--- src/rtl/zombie_hit.sv ---
// zombie_hit: resolves player attack hitboxes against one zombie and runs its
// health / hurt / dying / dead / respawn animation on frame ticks.
// Optional health bar overlay: define HEALTH_BAR_EN to build the is_bar logic.
module zombie_hit #(
  parameter int unsigned ATK_W          = 16,
  parameter int unsigned ATK_H          = 16,
  parameter int unsigned ZMB_W          = 32,
  parameter int unsigned ZMB_H          = 48,
  parameter int unsigned MAX_HP         = 3,
  parameter int unsigned DAMAGE         = 1,
  parameter int unsigned HIT_FRAMES     = 8,
  parameter int unsigned DEATH_FRAMES   = 30,
  parameter int unsigned RESPAWN_FRAMES = 120,
  parameter int unsigned BAR_SEG        = 8
) (
  input  logic       Clk,
  input  logic       Reset_n,
  input  logic       frame_clk,
  input  logic       Attack_On,
  input  logic [9:0] Attack_X,
  input  logic [9:0] Attack_Y,
  input  logic [9:0] Zombie_X,
  input  logic [9:0] Zombie_Y,
  input  logic [8:0] PixelX,
  input  logic [8:0] PixelY,
  output logic [1:0] Zombie_State,
  output logic [3:0] Health,
  output logic       Kill_Pulse,
  output logic       Respawn_Pulse,
  output logic [7:0] Kill_Count,
  output logic       is_bar
);

  localparam int unsigned MAX_HD  = (HIT_FRAMES > DEATH_FRAMES) ? HIT_FRAMES : DEATH_FRAMES;
  localparam int unsigned MAX_FR  = (MAX_HD > RESPAWN_FRAMES) ? MAX_HD : RESPAWN_FRAMES;
  localparam int unsigned CNT_W   = $clog2(MAX_FR + 1);
  localparam int unsigned HP_W    = 4;
  localparam int unsigned KC_W    = 8;
  localparam int unsigned POS_W   = 11;

  typedef enum logic [1:0] {
    ST_ALIVE = 2'd0,
    ST_HURT  = 2'd1,
    ST_DYING = 2'd2,
    ST_DEAD  = 2'd3
  } state_t;

  state_t            state_q, state_nxt;
  logic [CNT_W-1:0]  cnt_q, cnt_nxt;
  logic [HP_W-1:0]   health_q, health_nxt;
  logic [KC_W-1:0]   kc_q, kc_nxt;
  logic              kp_q, kp_nxt;
  logic              rp_q, rp_nxt;
  logic              fr_s, fr_d, tick_q;
  logic              overlap_c;
  logic              bar_c;
  logic              is_bar_q;

  logic [POS_W-1:0] ax, ay, zx, zy;
  assign ax = POS_W'(Attack_X);
  assign ay = POS_W'(Attack_Y);
  assign zx = POS_W'(Zombie_X);
  assign zy = POS_W'(Zombie_Y);

  // Strict box overlap; touching edges do not count
  assign overlap_c = (ax < zx + POS_W'(ZMB_W)) && (zx < ax + POS_W'(ATK_W)) &&
                     (ay < zy + POS_W'(ZMB_H)) && (zy < ay + POS_W'(ATK_H));

  // Frame clock synchroniser and one-Clk rising-edge tick
  always_ff @(posedge Clk) begin
    if (!Reset_n) begin
      fr_s   <= 1'b0;
      fr_d   <= 1'b0;
      tick_q <= 1'b0;
    end else begin
      fr_s   <= frame_clk;
      fr_d   <= fr_s;
      tick_q <= fr_s & ~fr_d;
    end
  end

  // State register with health, timer, kill counter and pulses
  always_ff @(posedge Clk) begin
    if (!Reset_n) begin
      state_q  <= ST_ALIVE;
      cnt_q    <= '0;
      health_q <= HP_W'(MAX_HP);
      kc_q     <= '0;
      kp_q     <= 1'b0;
      rp_q     <= 1'b0;
    end else begin
      state_q  <= state_nxt;
      cnt_q    <= cnt_nxt;
      health_q <= health_nxt;
      kc_q     <= kc_nxt;
      kp_q     <= kp_nxt;
      rp_q     <= rp_nxt;
    end
  end

  // Next-state logic: hits only land while alive, timers count frame ticks
  always_comb begin
    state_nxt  = state_q;
    cnt_nxt    = cnt_q;
    health_nxt = health_q;
    kc_nxt     = kc_q;
    kp_nxt     = 1'b0;
    rp_nxt     = 1'b0;
    if (tick_q) begin
      case (state_q)
        ST_ALIVE: begin
          if (Attack_On && overlap_c) begin
            if (health_q <= HP_W'(DAMAGE)) begin
              health_nxt = '0;
              state_nxt  = ST_DYING;
              cnt_nxt    = CNT_W'(DEATH_FRAMES);
              kp_nxt     = 1'b1;
              if (kc_q != {KC_W{1'b1}}) kc_nxt = kc_q + KC_W'(1);
            end else begin
              health_nxt = health_q - HP_W'(DAMAGE);
              state_nxt  = ST_HURT;
              cnt_nxt    = CNT_W'(HIT_FRAMES);
            end
          end
        end
        ST_HURT: begin
          if (cnt_q == CNT_W'(1)) begin
            state_nxt = ST_ALIVE;
            cnt_nxt   = '0;
          end else begin
            cnt_nxt = cnt_q - CNT_W'(1);
          end
        end
        ST_DYING: begin
          if (cnt_q == CNT_W'(1)) begin
            state_nxt = ST_DEAD;
            cnt_nxt   = CNT_W'(RESPAWN_FRAMES);
          end else begin
            cnt_nxt = cnt_q - CNT_W'(1);
          end
        end
        default: begin
          if (cnt_q == CNT_W'(1)) begin
            state_nxt  = ST_ALIVE;
            cnt_nxt    = '0;
            health_nxt = HP_W'(MAX_HP);
            rp_nxt     = 1'b1;
          end else begin
            cnt_nxt = cnt_q - CNT_W'(1);
          end
        end
      endcase
    end
  end

  // Output mapping from registered state
  always_comb begin
    Zombie_State  = state_q;
    Health        = health_q;
    Kill_Pulse    = kp_q;
    Respawn_Pulse = rp_q;
    Kill_Count    = kc_q;
    is_bar        = is_bar_q;
  end

`ifdef HEALTH_BAR_EN
  logic [POS_W-1:0] px, py, bar_end;
  assign px      = POS_W'(PixelX);
  assign py      = POS_W'(PixelY);
  assign bar_end = zx + POS_W'(health_q) * POS_W'(BAR_SEG);

  // Health bar: four rows above the zombie, Health*BAR_SEG pixels long
  always_comb begin
    bar_c = 1'b0;
    if ((state_q == ST_ALIVE || state_q == ST_HURT) && (zy >= POS_W'(6)) &&
        (py >= zy - POS_W'(6)) && (py <= zy - POS_W'(3)) &&
        (px >= zx) && (px < bar_end))
      bar_c = 1'b1;
  end
`else
  logic unused_pixels;
  assign unused_pixels = ^{PixelX, PixelY};
  assign bar_c = 1'b0;
`endif

  // Registered health-bar pixel flag
  always_ff @(posedge Clk) begin
    if (!Reset_n) is_bar_q <= 1'b0;
    else          is_bar_q <= bar_c;
  end

endmodule

--- config.mk ---
export PLATFORM = sky130hd
export DESIGN_NAME = zombie_hit
export DESIGN_NICKNAME = d
export VERILOG_FILES = /design/src/rtl/zombie_hit.sv
export SDC_FILE = /design/constraint.sdc
export NUM_CORES = 1
export LEC_CHECK = 0
export BUFFER_PORTS_ARGS = -buffer_cell sky130_fd_sc_hd__buf_2
export CORE_MARGIN = 3
export CORE_UTILIZATION = 45
export DETAILED_ROUTE_END_ITERATION = 8
export HOLD_SLACK_MARGIN = 0.12
export PLACE_DENSITY = 0.78
export SETUP_SLACK_MARGIN = 0.2
export SLEW_MARGIN = 20
export SYNTH_ARGS = -nofsm -noshare
export SYNTH_HDL_FRONTEND = slang
export SYNTH_SLANG_ARGS = --single-unit
--- constraint.sdc ---
create_clock -name Clk -period 5.42 [get_ports Clk]
set_clock_uncertainty 0.2 [all_clocks]
set_input_delay 0.813 -clock Clk [delete_from_list [all_inputs] [get_ports Clk]]
set_output_delay 0.813 -clock Clk [all_outputs]
set_load 0.01 [all_outputs]
==> metrics.md <==
| Metric | Value |
|---|---|
| Fin. Hold Viols | 0 |
| Die Footprint | roughly 6600 µm² |
| Top post-synthesis cells by area | ha_1 23%, dfxtp_1 20%, o21ai_0 4.7%, inv_1 4.6%, nand2_1 4.1% |
| Post-synth EDFFs | 0 |
| CP Buf/Inv Count | 1 |
| Status | completed |
| Cts hold-fix bufs | 0 |
| CP startpoint kind | primary input |
| Io pins | 79 |
| Final Setup Violations | 0 |
| Bufs on Longest Clock Path | 2 |
| CP Depth | 12 |
| Core footprint | approximately 5300 µm² |
| Syn Std Cell Area | between 2000 and 3000 µm² |
| Cell taking the most area after synthesis | ha_1 |
| Layout cells sized above 1 | 18.7% |
| Worst rel slew slack | between 50% and 60% |
| Syn_area_per_cell | 7.92 µm² |
| DRT iter0 DRCs | 104 |
| F_max | between 200 and 300 MHz |
| Syn-to-layout area delta | 15.8% |
| Critical Path End Type | flop |
| Vias | 2454 |
| CP Max Fanout | 8 |
| Worst hold path type | flop to flop |
| ANT cells | 0 |
| DRC viols | 0 |
| Fin crit period | around 3.8 ns |
| Cts bufs inserted | 3 |
| Post-Synthesis Cells | 322 |
| Initial antenna violation count | 0 |
| Vias per Instance | roughly 5.5 |
| TritonCTS clock tree | yes |
| Syn_nets | 430 |
| Fin crit share | between 70% and 80% |
| Die Y | 81.3 µm |
| Gr ovfl total | 0 |
| Most frequent cell after synthesis | ha_1 |
| RSZ-0062 raised after global routing | no |
| Yosys warnings | 0 |
| Least-Margin Pin Slew | slightly above 0.7 ns |
| Post-CTS Resized | 0 |
| Starting Density | 48.1% |
| Place WS | 1.31 ns |
| LEAKAGE | ~1.4 nW |
| Final setup TNS | 0 ns |
| Async SR Flop Fraction | 0% |
| Port buffer count | 59 |
| Chip width | 81.3 µm |
| Final WL | 5810 µm |
| Delay-heaviest family, CP | compound AO/OA/AOI/OAI gates |
| Max-Cap Viols | 0 |
| Dpl hpwl | 4760 µm |
| Post-DR wirelength/cell | 12.9 µm |
| Worst skew pair latency | between 0.2 and 0.3 ns |
| Final net count | 489 |
| Seq/Total Area, Yosys | between 20% and 30% |
| Clock root buffer master | clkbuf_8 |
| Worst Setup Slack, final | 1.59 ns |
| Vias in the first global route | 2367 |
| Cell row count | 26 |
| Cell variety after synth | 52 |
| Critical Path AT | 3.78 ns |
| Clock transition at path regs | 0.09 ns |
| Antenna viol nets, final | 0 |
| Max IR drop VDD | 0.0000908 V |
| Postcts setup bufs | 0 |
| Total track usage | 17.9% |
| Worst hold stages | 1 |
| Register bit count reported by yosys | 26 |
| Max Slew Vio Count | 0 |
| Htree depth | 1 |
| Clock sink total | 26 |
| CP Cell Sequence | buf_2 -> and3_1 -> o21ai_0 -> xor2_1 -> ha_1 -> a21oi_1 -> a32o_1 -> nand4_1 -> a2111o_1 -> or4_1 -> o311ai_0 -> o41ai_1 |
| Ys flop type | dfxtp_1 |
| Slowest cell on crit path | or4_1 |
| Crit path largest cell delay | 0.68 ns |
| Synth top area share | 22.6% |
| 1st-pass router iterations | 5 |
| CP Class | primary input to flop |
| Largest net degree at the start of global routing | 23 |
| Gp weighted congestion | 0.842 |
| Reg2reg setup slack | between 2 and 3 ns |
| Register-to-Register Path Depth | 8 |
| Synth top cells by count | 46 x ha_1, 31 x inv_1, 28 x nand2_1, 26 x dfxtp_1, 24 x o21ai_0 |
| PwrDens | about 150 nW/µm² |
| First-pass GRT wire length | 9870 µm |
| Required @ worst endpoint | 5.37 ns |
cells in the final DEF, fill, tap and decap left out, types with 7 or more instances in the layout:
cell type / synthesis / final
inv_1: 31 / 31
nand2_1: 28 / 28
nor2_1: 13 / 13
buf_2: 2 / 59
nand2b_1: 8 / 8
xor2_1: 9 / 9
o21ai_0: 24 / 24
xnor2_1: 8 / 8
dfxtp_1: 26 / 26
ha_1: 46 / 46
a21oi_1: 18 / 18
mux2i_1: 7 / 7
nand3_1: 18 / 18
nor3_1: 7 / 7
routing by layer:
layer | track usage, % | vias to the layer above | wire length [µm]
met5 | 0 | - | 0
met1 | 22.4 | 1124 | 2800
met3 | 2.11 | 6 | 205
met4 | 4.39 | 0 | 40
met2 | 32.4 | 40 | 2770
li1 | - | 1284 | -
layout make-up:
class | count | area, µm²
clock buffers | 3 | 41.3
fillers | 502 | 2350
inverters | 31 | 116
multi-input cells | 259 | 1880
flip-flops and latches | 26 | 520
well taps | 70 | 87.6
repair buffers | 60 | 303
stage by stage:
step                      hold WS [ns]  util [%]  instance area [µm²]  power, W  std cells
after floorplan                  0.167         -                 2550  0.000283        322
after global placement           0.173      54.9                 2910  0.000323        446
after detailed placement         0.181      54.9                 2910  0.000329        446
after CTS                        0.193      55.7                 2950  0.000437        449
after global routing             0.221      55.7                 2950  0.000465        449
final                            0.188      55.7                 2950  0.000435        449
registers in the layout (all words and copies together), names as in the netlist:
register and count:
Kill_Pulse 1, Kill_Count 8, fr_s 1, cnt_q 7, Respawn_Pulse 1, fr_d 1, Health 4, Zombie_State 2
tick_q 1
path summary, 6_finish.rpt:
kind	from	end
setup / recovery	Zombie_Y[6]	Kill_Count[7]
setup reg to reg	Health[0]	Kill_Count[7]
hold reg to reg	fr_d	tick_q
hold / removal	fr_d	tick_q
where the power goes:
group	switching, W	internal [W]	leakage, nW
sequential	0.00000106	0.000192	0.210
clock	0.0000599	0.0000499	0.0216
combinational	0.0000726	0.0000588	1.19
total	0.000134	0.000301	1.42
cells by family (layout without fill, tap and decap cells):
group	count (synthesis)	in the layout	synth area share, %
buffers and inverters	37	94	5.69
adder cells (fa/ha/maj)	46	46	22.6
XOR/XNOR	17	17	5.84
AND/OR/NAND/NOR	110	110	22.6
other	1	1	0.147
flip-flops	26	26	20.4
AO/OA/AOI/OAI	77	77	19.6
multiplexers	8	8	3.19
(Power assumes the default switching activity.)
